--- src/rtl/keypad_defs_pkg.sv ---
// Shared definitions for the matrix keypad scanner: FSM states, geometry,
// key-code layout and the row priority decoder.
package keypad_defs_pkg;

    localparam int KEY_W   = 4;
    localparam int N_LINES = 4;

    typedef enum logic [1:0] {
        ST_SCAN     = 2'd0,
        ST_DEBOUNCE = 2'd1,
        ST_HELD     = 2'd2,
        ST_RELEASE  = 2'd3
    } state_e;

    typedef struct packed {
        logic       pressed;
        logic [1:0] idx;
    } row_hit_t;

    // Hex-layout keypad: the key legend equals its row_idx*4 + col_idx code.
    localparam logic [KEY_W-1:0] KEY_0 = 4'h0, KEY_1 = 4'h1, KEY_2 = 4'h2, KEY_3 = 4'h3;
    localparam logic [KEY_W-1:0] KEY_4 = 4'h4, KEY_5 = 4'h5, KEY_6 = 4'h6, KEY_7 = 4'h7;
    localparam logic [KEY_W-1:0] KEY_8 = 4'h8, KEY_9 = 4'h9, KEY_A = 4'hA, KEY_B = 4'hB;
    localparam logic [KEY_W-1:0] KEY_C = 4'hC, KEY_D = 4'hD, KEY_E = 4'hE, KEY_F = 4'hF;

    // Active-low rows; when several are low the lowest index wins.
    function automatic row_hit_t decode_row(input logic [N_LINES-1:0] row_n);
        row_hit_t hit;
        hit = '0;
        for (int i = N_LINES - 1; i >= 0; i--) begin
            if (!row_n[i]) begin
                hit.pressed = 1'b1;
                hit.idx     = 2'(i);
            end
        end
        return hit;
    endfunction

endpackage

--- src/rtl/sync_2ff.sv ---
// Two-flop synchroniser for asynchronous level inputs; resets to all-ones so
// idle pulled-up lines read as inactive straight out of reset.
module sync_2ff #(
    parameter int WIDTH = 1
) (
    input  logic             clk,
    input  logic             reset,
    input  logic [WIDTH-1:0] d,
    output logic [WIDTH-1:0] q
);

    logic [WIDTH-1:0] meta_q;
    logic [WIDTH-1:0] sync_q;

    // NOTE: sequential state uses non-blocking assignments so both stages sample the pre-edge values.
    always_ff @(posedge clk) begin
        if (reset) begin
            meta_q <= '1;
            sync_q <= '1;
        end else begin
            meta_q <= d;
            sync_q <= meta_q;
        end
    end

    assign q = sync_q;

endmodule

--- src/rtl/keypad_scan.sv ---
// 4x4 matrix keypad scanner with press/release debounce and one key code per press.
// Optional auto-repeat while a key is held: define KEYPAD_REPEAT_EN.
module keypad_scan
    import keypad_defs_pkg::*;
#(
    parameter int SCAN_DIV     = 1000,
    parameter int DEBOUNCE_CNT = 8,
    parameter int REPEAT_DELAY = 50,
    parameter int REPEAT_RATE  = 10
) (
    input  logic       clk,
    input  logic       reset,
    input  logic [3:0] row,
    output logic [3:0] col,
    output logic [3:0] key_code,
    output logic       key_valid,
    output logic       key_down
);

    localparam int DWELL_W = $clog2(SCAN_DIV);
    localparam int DEB_W   = $clog2(DEBOUNCE_CNT + 1);
    localparam logic [DWELL_W-1:0] DWELL_LAST = DWELL_W'(SCAN_DIV - 1);
    localparam logic [DEB_W-1:0]   DEB_LAST   = DEB_W'(DEBOUNCE_CNT - 1);

    logic [3:0] row_s;

    sync_2ff #(.WIDTH(N_LINES)) u_row_sync (
        .clk   (clk),
        .reset (reset),
        .d     (row),
        .q     (row_s)
    );

    state_e             state_q, state_d;
    logic [DWELL_W-1:0] dwell_q, dwell_d;
    logic [1:0]         col_idx_q, col_idx_d;
    logic [3:0]         col_q, col_d;
    logic [DEB_W-1:0]   deb_q, deb_d;
    logic [KEY_W-1:0]   cand_q, cand_d;
    logic [KEY_W-1:0]   key_code_q, key_code_d;
    logic               key_valid_q, key_valid_d;
    logic               key_down_q, key_down_d;

    logic               tick;
    logic               advance;
    row_hit_t           hit;
    logic [KEY_W-1:0]   code;

`ifdef KEYPAD_REPEAT_EN
    localparam int REP_W = $clog2(REPEAT_DELAY + 1);
    localparam logic [REP_W-1:0] REP_LAST   = REP_W'(REPEAT_DELAY - 1);
    localparam logic [REP_W-1:0] REP_RELOAD = REP_W'(REPEAT_DELAY - REPEAT_RATE);
    logic [REP_W-1:0] rep_q, rep_d;
`else
    // Repeat timing only matters when auto-repeat is built in.
    logic unused_repeat_cfg;
    assign unused_repeat_cfg = ^{REPEAT_DELAY, REPEAT_RATE};
`endif

    // Rows are sampled on the last cycle of each dwell, once the synchroniser has settled.
    assign tick = (dwell_q == DWELL_LAST);
    assign hit  = decode_row(row_s);
    assign code = {hit.idx, col_idx_q};

    // NOTE: every always_comb output gets a default first so no latch is inferred.
    always_comb begin
        state_d     = state_q;
        dwell_d     = tick ? '0 : dwell_q + DWELL_W'(1);
        col_idx_d   = col_idx_q;
        deb_d       = deb_q;
        cand_d      = cand_q;
        key_code_d  = key_code_q;
        key_valid_d = 1'b0;
        key_down_d  = key_down_q;
        advance     = 1'b0;
`ifdef KEYPAD_REPEAT_EN
        rep_d       = rep_q;
`endif

        if (tick) begin
            unique case (state_q)
                ST_SCAN: begin
                    if (hit.pressed) begin
                        cand_d  = code;
                        deb_d   = DEB_W'(1);
                        state_d = ST_DEBOUNCE;
                    end else begin
                        advance = 1'b1;
                    end
                end
                ST_DEBOUNCE: begin
                    if (hit.pressed && code == cand_q) begin
                        if (deb_q == DEB_LAST) begin
                            key_code_d  = cand_q;
                            key_valid_d = 1'b1;
                            key_down_d  = 1'b1;
                            state_d     = ST_HELD;
`ifdef KEYPAD_REPEAT_EN
                            rep_d       = '0;
`endif
                        end else begin
                            deb_d = deb_q + DEB_W'(1);
                        end
                    end else begin
                        state_d = ST_SCAN;
                        advance = 1'b1;
                    end
                end
                ST_HELD: begin
                    if (!hit.pressed) begin
                        deb_d   = DEB_W'(1);
                        state_d = ST_RELEASE;
                    end
`ifdef KEYPAD_REPEAT_EN
                    else if (rep_q == REP_LAST) begin
                        key_valid_d = 1'b1;
                        rep_d       = REP_RELOAD;
                    end else begin
                        rep_d = rep_q + REP_W'(1);
                    end
`endif
                end
                ST_RELEASE: begin
                    if (hit.pressed) begin
                        state_d = ST_HELD;
                    end else if (deb_q == DEB_LAST) begin
                        key_down_d = 1'b0;
                        state_d    = ST_SCAN;
                        advance    = 1'b1;
                    end else begin
                        deb_d = deb_q + DEB_W'(1);
                    end
                end
                default: state_d = ST_SCAN;
            endcase
        end

        if (advance) begin
            col_idx_d = col_idx_q + 2'd1;
        end
        col_d = ~(4'b0001 << col_idx_d);
    end

    always_ff @(posedge clk) begin
        if (reset) begin
            state_q     <= ST_SCAN;
            dwell_q     <= '0;
            col_idx_q   <= '0;
            col_q       <= 4'b1110;
            deb_q       <= '0;
            cand_q      <= '0;
            key_code_q  <= '0;
            key_valid_q <= 1'b0;
            key_down_q  <= 1'b0;
`ifdef KEYPAD_REPEAT_EN
            rep_q       <= '0;
`endif
        end else begin
            state_q     <= state_d;
            dwell_q     <= dwell_d;
            col_idx_q   <= col_idx_d;
            col_q       <= col_d;
            deb_q       <= deb_d;
            cand_q      <= cand_d;
            key_code_q  <= key_code_d;
            key_valid_q <= key_valid_d;
            key_down_q  <= key_down_d;
`ifdef KEYPAD_REPEAT_EN
            rep_q       <= rep_d;
`endif
        end
    end

    assign col       = col_q;
    assign key_code  = key_code_q;
    assign key_valid = key_valid_q;
    assign key_down  = key_down_q;

endmodule

--- config.mk ---
export PLATFORM = sky130hd
export DESIGN_NAME = keypad_scan
export DESIGN_NICKNAME = d
export VERILOG_FILES = /design/src/rtl/keypad_defs_pkg.sv /design/src/rtl/sync_2ff.sv /design/src/rtl/keypad_scan.sv
export SDC_FILE = /design/constraint.sdc
export NUM_CORES = 1
export LEC_CHECK = 0
export CORE_MARGIN = 2
export CORE_UTILIZATION = 55
export DETAILED_ROUTE_END_ITERATION = 10
export PLACE_DENSITY = 0.77
export SYNTH_ARGS = -nofsm -noshare
export SYNTH_HDL_FRONTEND = slang
export SYNTH_SLANG_ARGS = --single-unit
--- constraint.sdc ---
create_clock -name clk -period 2.2 [get_ports clk]
set_input_delay 0.33 -clock clk [delete_from_list [all_inputs] [get_ports clk]]
set_output_delay 0.33 -clock clk [all_outputs]
set_load 0.02 [all_outputs]
==> out/summary.txt <==
outcome: completed
Post-synth EDFFs: 0
WL final: 3.40 mm
initial antenna violation count: 0
top-area cell type share of the netlist area: 0.463
NumNets Final: 221
CP Capture Type: flip-flop
DIE AREA: 3610 um2
Initial Util: 0.571
Clock Latency Late Sink: 0.35 ns
first-pass GRT wire length: 5.66 mm
DRC: 0
First DRT Iteration DRCs: 55
worst slack at placement: 0.104 ns
count leader, synth: dfxtp_1
largest area contributor in the netlist: dfxtp_1
HP Class: flip-flop to flip-flop
Multi-input gate area: 886 um2
vias: 1411
Post-Syn Nets: 195
PD cells: 630 nW/um2
Worst Skew: 0.00940 ns
top_reg_cell synth: dfxtp_1
Pwr Total: 1.31 mW
r2r endpoint: col[1]
CTS root buf: clkbuf_4
I/O pins: 16
die outline height: 60.1 um
Slew @ Worst Pin: 0.490 ns
num rows: 20
# Max-Cap Violations: 0
R2R cell count: 6
Data arrival, critical path: 2.35 ns
Ys Warns: 0
Final setup viols: 0
input/output buffers: 15
Fin. Hold Viols: 0
critical path class: flip-flop to flip-flop
Setup crit start kind: flip-flop
Reg-to-Reg Start: dwell_q[0]
ys async rst share: 0
Final WS setup: 0.140 ns
worst rel slew slack: 0.673
Final Cycle Share: 0.936
Clock Pin Slew Worst Setup and Hold Paths: 0.12 ns
Setup TNS Final: 0 ns
Worst R2R Setup Slack: 0.14 ns
Hold Path Stages: 1
proportion of layout cells with a drive suffix above 1: 0.192
Overflow after GRT: 0
drt pass-1 iters: 6
Synth-to-Final Area Change: 20.3%
vias in the first global route: 1301
Core Footprint: 3030 um2
width of the chip: 60.1 um
CTS max path bufs: 2
pin count of the biggest net entering global routing: 17
Final GP Congestion: 0.861
Setup crit end: col[1]
Hold-fix buffers, CTS: 0
Max Clk Rate: 0.485 GHz
Netlist cell types: 44
post-detailed-route count of antenna-violating nets: 0
WP data required: 2.49 ns
vias per cell: 5.47
# fillers: 249
per-cell routed wire length: 13.2 um
ant diodes: 0
CP Launch Point: dwell_q[0]
P_leak: 0.836 nW
synthesized area: 1730 um2
CTS tree: built
top cells by count, synth: dfxtp_1, nor2_1, a21oi_1, nand2_1, nand3_1
Tmin final: 2.06 ns
cts bufs inserted: 5
Yosys reg bits: 40
Max VDD drop: 0.443 mV
syn avg cell area: 9.25 um2
register area: 803 um2
clk sinks: 40
unrepaired setup endpoints after global routing: no
Max FO, Critical Path: 6
Hold Startpoint: u_row_sync.meta_q[3]
H-tree levels: 2
Mapped Cells: 187
Tot GR Track Use: 0.211
top cells by area, synth: dfxtp_1, a21oi_1, nor2_1, xnor2_1, mux2i_1
hpwl dp: 2.39 mm
Seq/Total Area, Yosys: 0.463
Slew Viols, Final: 0
[power breakdown]
group	internal [mW]	leakage [nW]	switching [mW]	total, mW
Combinational	0.0405	0.469	0.0490	0.0895
Clock	0.237	0.0412	0.238	0.475
Sequential	0.735	0.326	0.00995	0.745
Total	1.01	0.836	0.297	1.31
[layout make-up]
cell class                      count  share of cell area
Clock inverter                      3              0.0205
Clock buffer                        5              0.0181
Timing Repair Buffer               27               0.116
Inverter                            4             0.00722
Sequential cell                    40               0.386
Tap cell                           44              0.0265
Multi-Input combinational cell    135               0.426
[repair_timing]
action | CTS | global route
resized for setup | 0 | 3
buffers inserted | 0 | 4
endpoints found under the setup margin | 0 | 7
[state kept, by name (all words and copies together), names as in the netlist]
register,flops
cand_q,4
col,4
col_idx_q,2
deb_q,4
dwell_q,10
key_code,4
key_down,1
key_valid,1
state_q,2
u_row_sync.meta_q,4
u_row_sync.q,4
[cells in the final DEF (no fill, tap or decap), types with 2 or more instances in the layout]
master / synthesis / layout
inv_1: 4 / 4
nand3_1: 9 / 9
mux2i_1: 5 / 5
xnor2_1: 6 / 6
nor3_1: 4 / 4
xor2_1: 3 / 3
clkbuf_4: 0 / 5
nand2b_1: 2 / 2
dfxtp_1: 40 / 38
a21oi_1: 16 / 16
o21ai_0: 6 / 6
nand3b_1: 2 / 2
or2_2: 8 / 8
nand2_1: 12 / 12
a31oi_1: 3 / 3
a211oi_1: 3 / 3
buf_4: 0 / 12
nor3b_1: 3 / 3
nor2_1: 17 / 17
dfxtp_2: 0 / 2
ha_1: 2 / 2
clkdlybuf4s50_1: 0 / 15
or3_1: 4 / 4
and3_2: 2 / 2
nand4_1: 3 / 3
and3_1: 4 / 4
o21a_1: 2 / 2
[critical path: stages (launching register included)]
cell	delay, ns
dfxtp_1	0.40
ha_1	0.19
nand2_1	0.09
or4_4	0.55
a211oi_4	0.36
mux2_4	0.34
nand2b_1	0.07
[routing by layer]
| metal | GRT usage | vias up | part of all wire |
|---|---|---|---|
| met5 | 0 | - | 0 |
| met1 | 0.252 | 646 | 0.46 |
| met2 | 0.343 | 41 | 0.46 |
| met4 | 0.0889 | 0 | 0.023 |
| met3 | 0.0714 | 9 | 0.052 |
| li1 | - | 715 | - |
[how the worst min path moves through the flow]
stage	endpoint	slack, ns
floorplan	u_row_sync.q[0]	0.39
global placement	u_row_sync.q[0]	0.39
detailed placement	u_row_sync.q[3]	0.40
CTS	u_row_sync.q[3]	0.43
global route	u_row_sync.q[3]	0.44
finish	u_row_sync.q[3]	0.42
[metrics by stage]
stage | util | std cells | area [um2] | hold slack, ns
global route | 0.687 | 258 | 2080 | 0.441
detailed placement | 0.648 | 246 | 1960 | 0.397
CTS | 0.675 | 254 | 2040 | 0.425
global placement | 0.648 | 246 | 1960 | 0.393
floorplan | - | 187 | 1730 | 0.389
finish | 0.687 | 258 | 2080 | 0.424
[kinds of logic (layout without fill, tap and decap cells)]
family,count (synthesis),after routing,share of synthesized area
XOR/XNOR,9,9,0.0456
multiplexers,6,6,0.0376
adder cells (fa/ha/maj),2,2,0.0145
AO/OA/AOI/OAI,36,36,0.136
flip-flops,40,40,0.463
buffers and inverters,12,39,0.0268
AND/OR/NAND/NOR,82,82,0.276
Note: power is estimated with default switching activity, not from simulation.
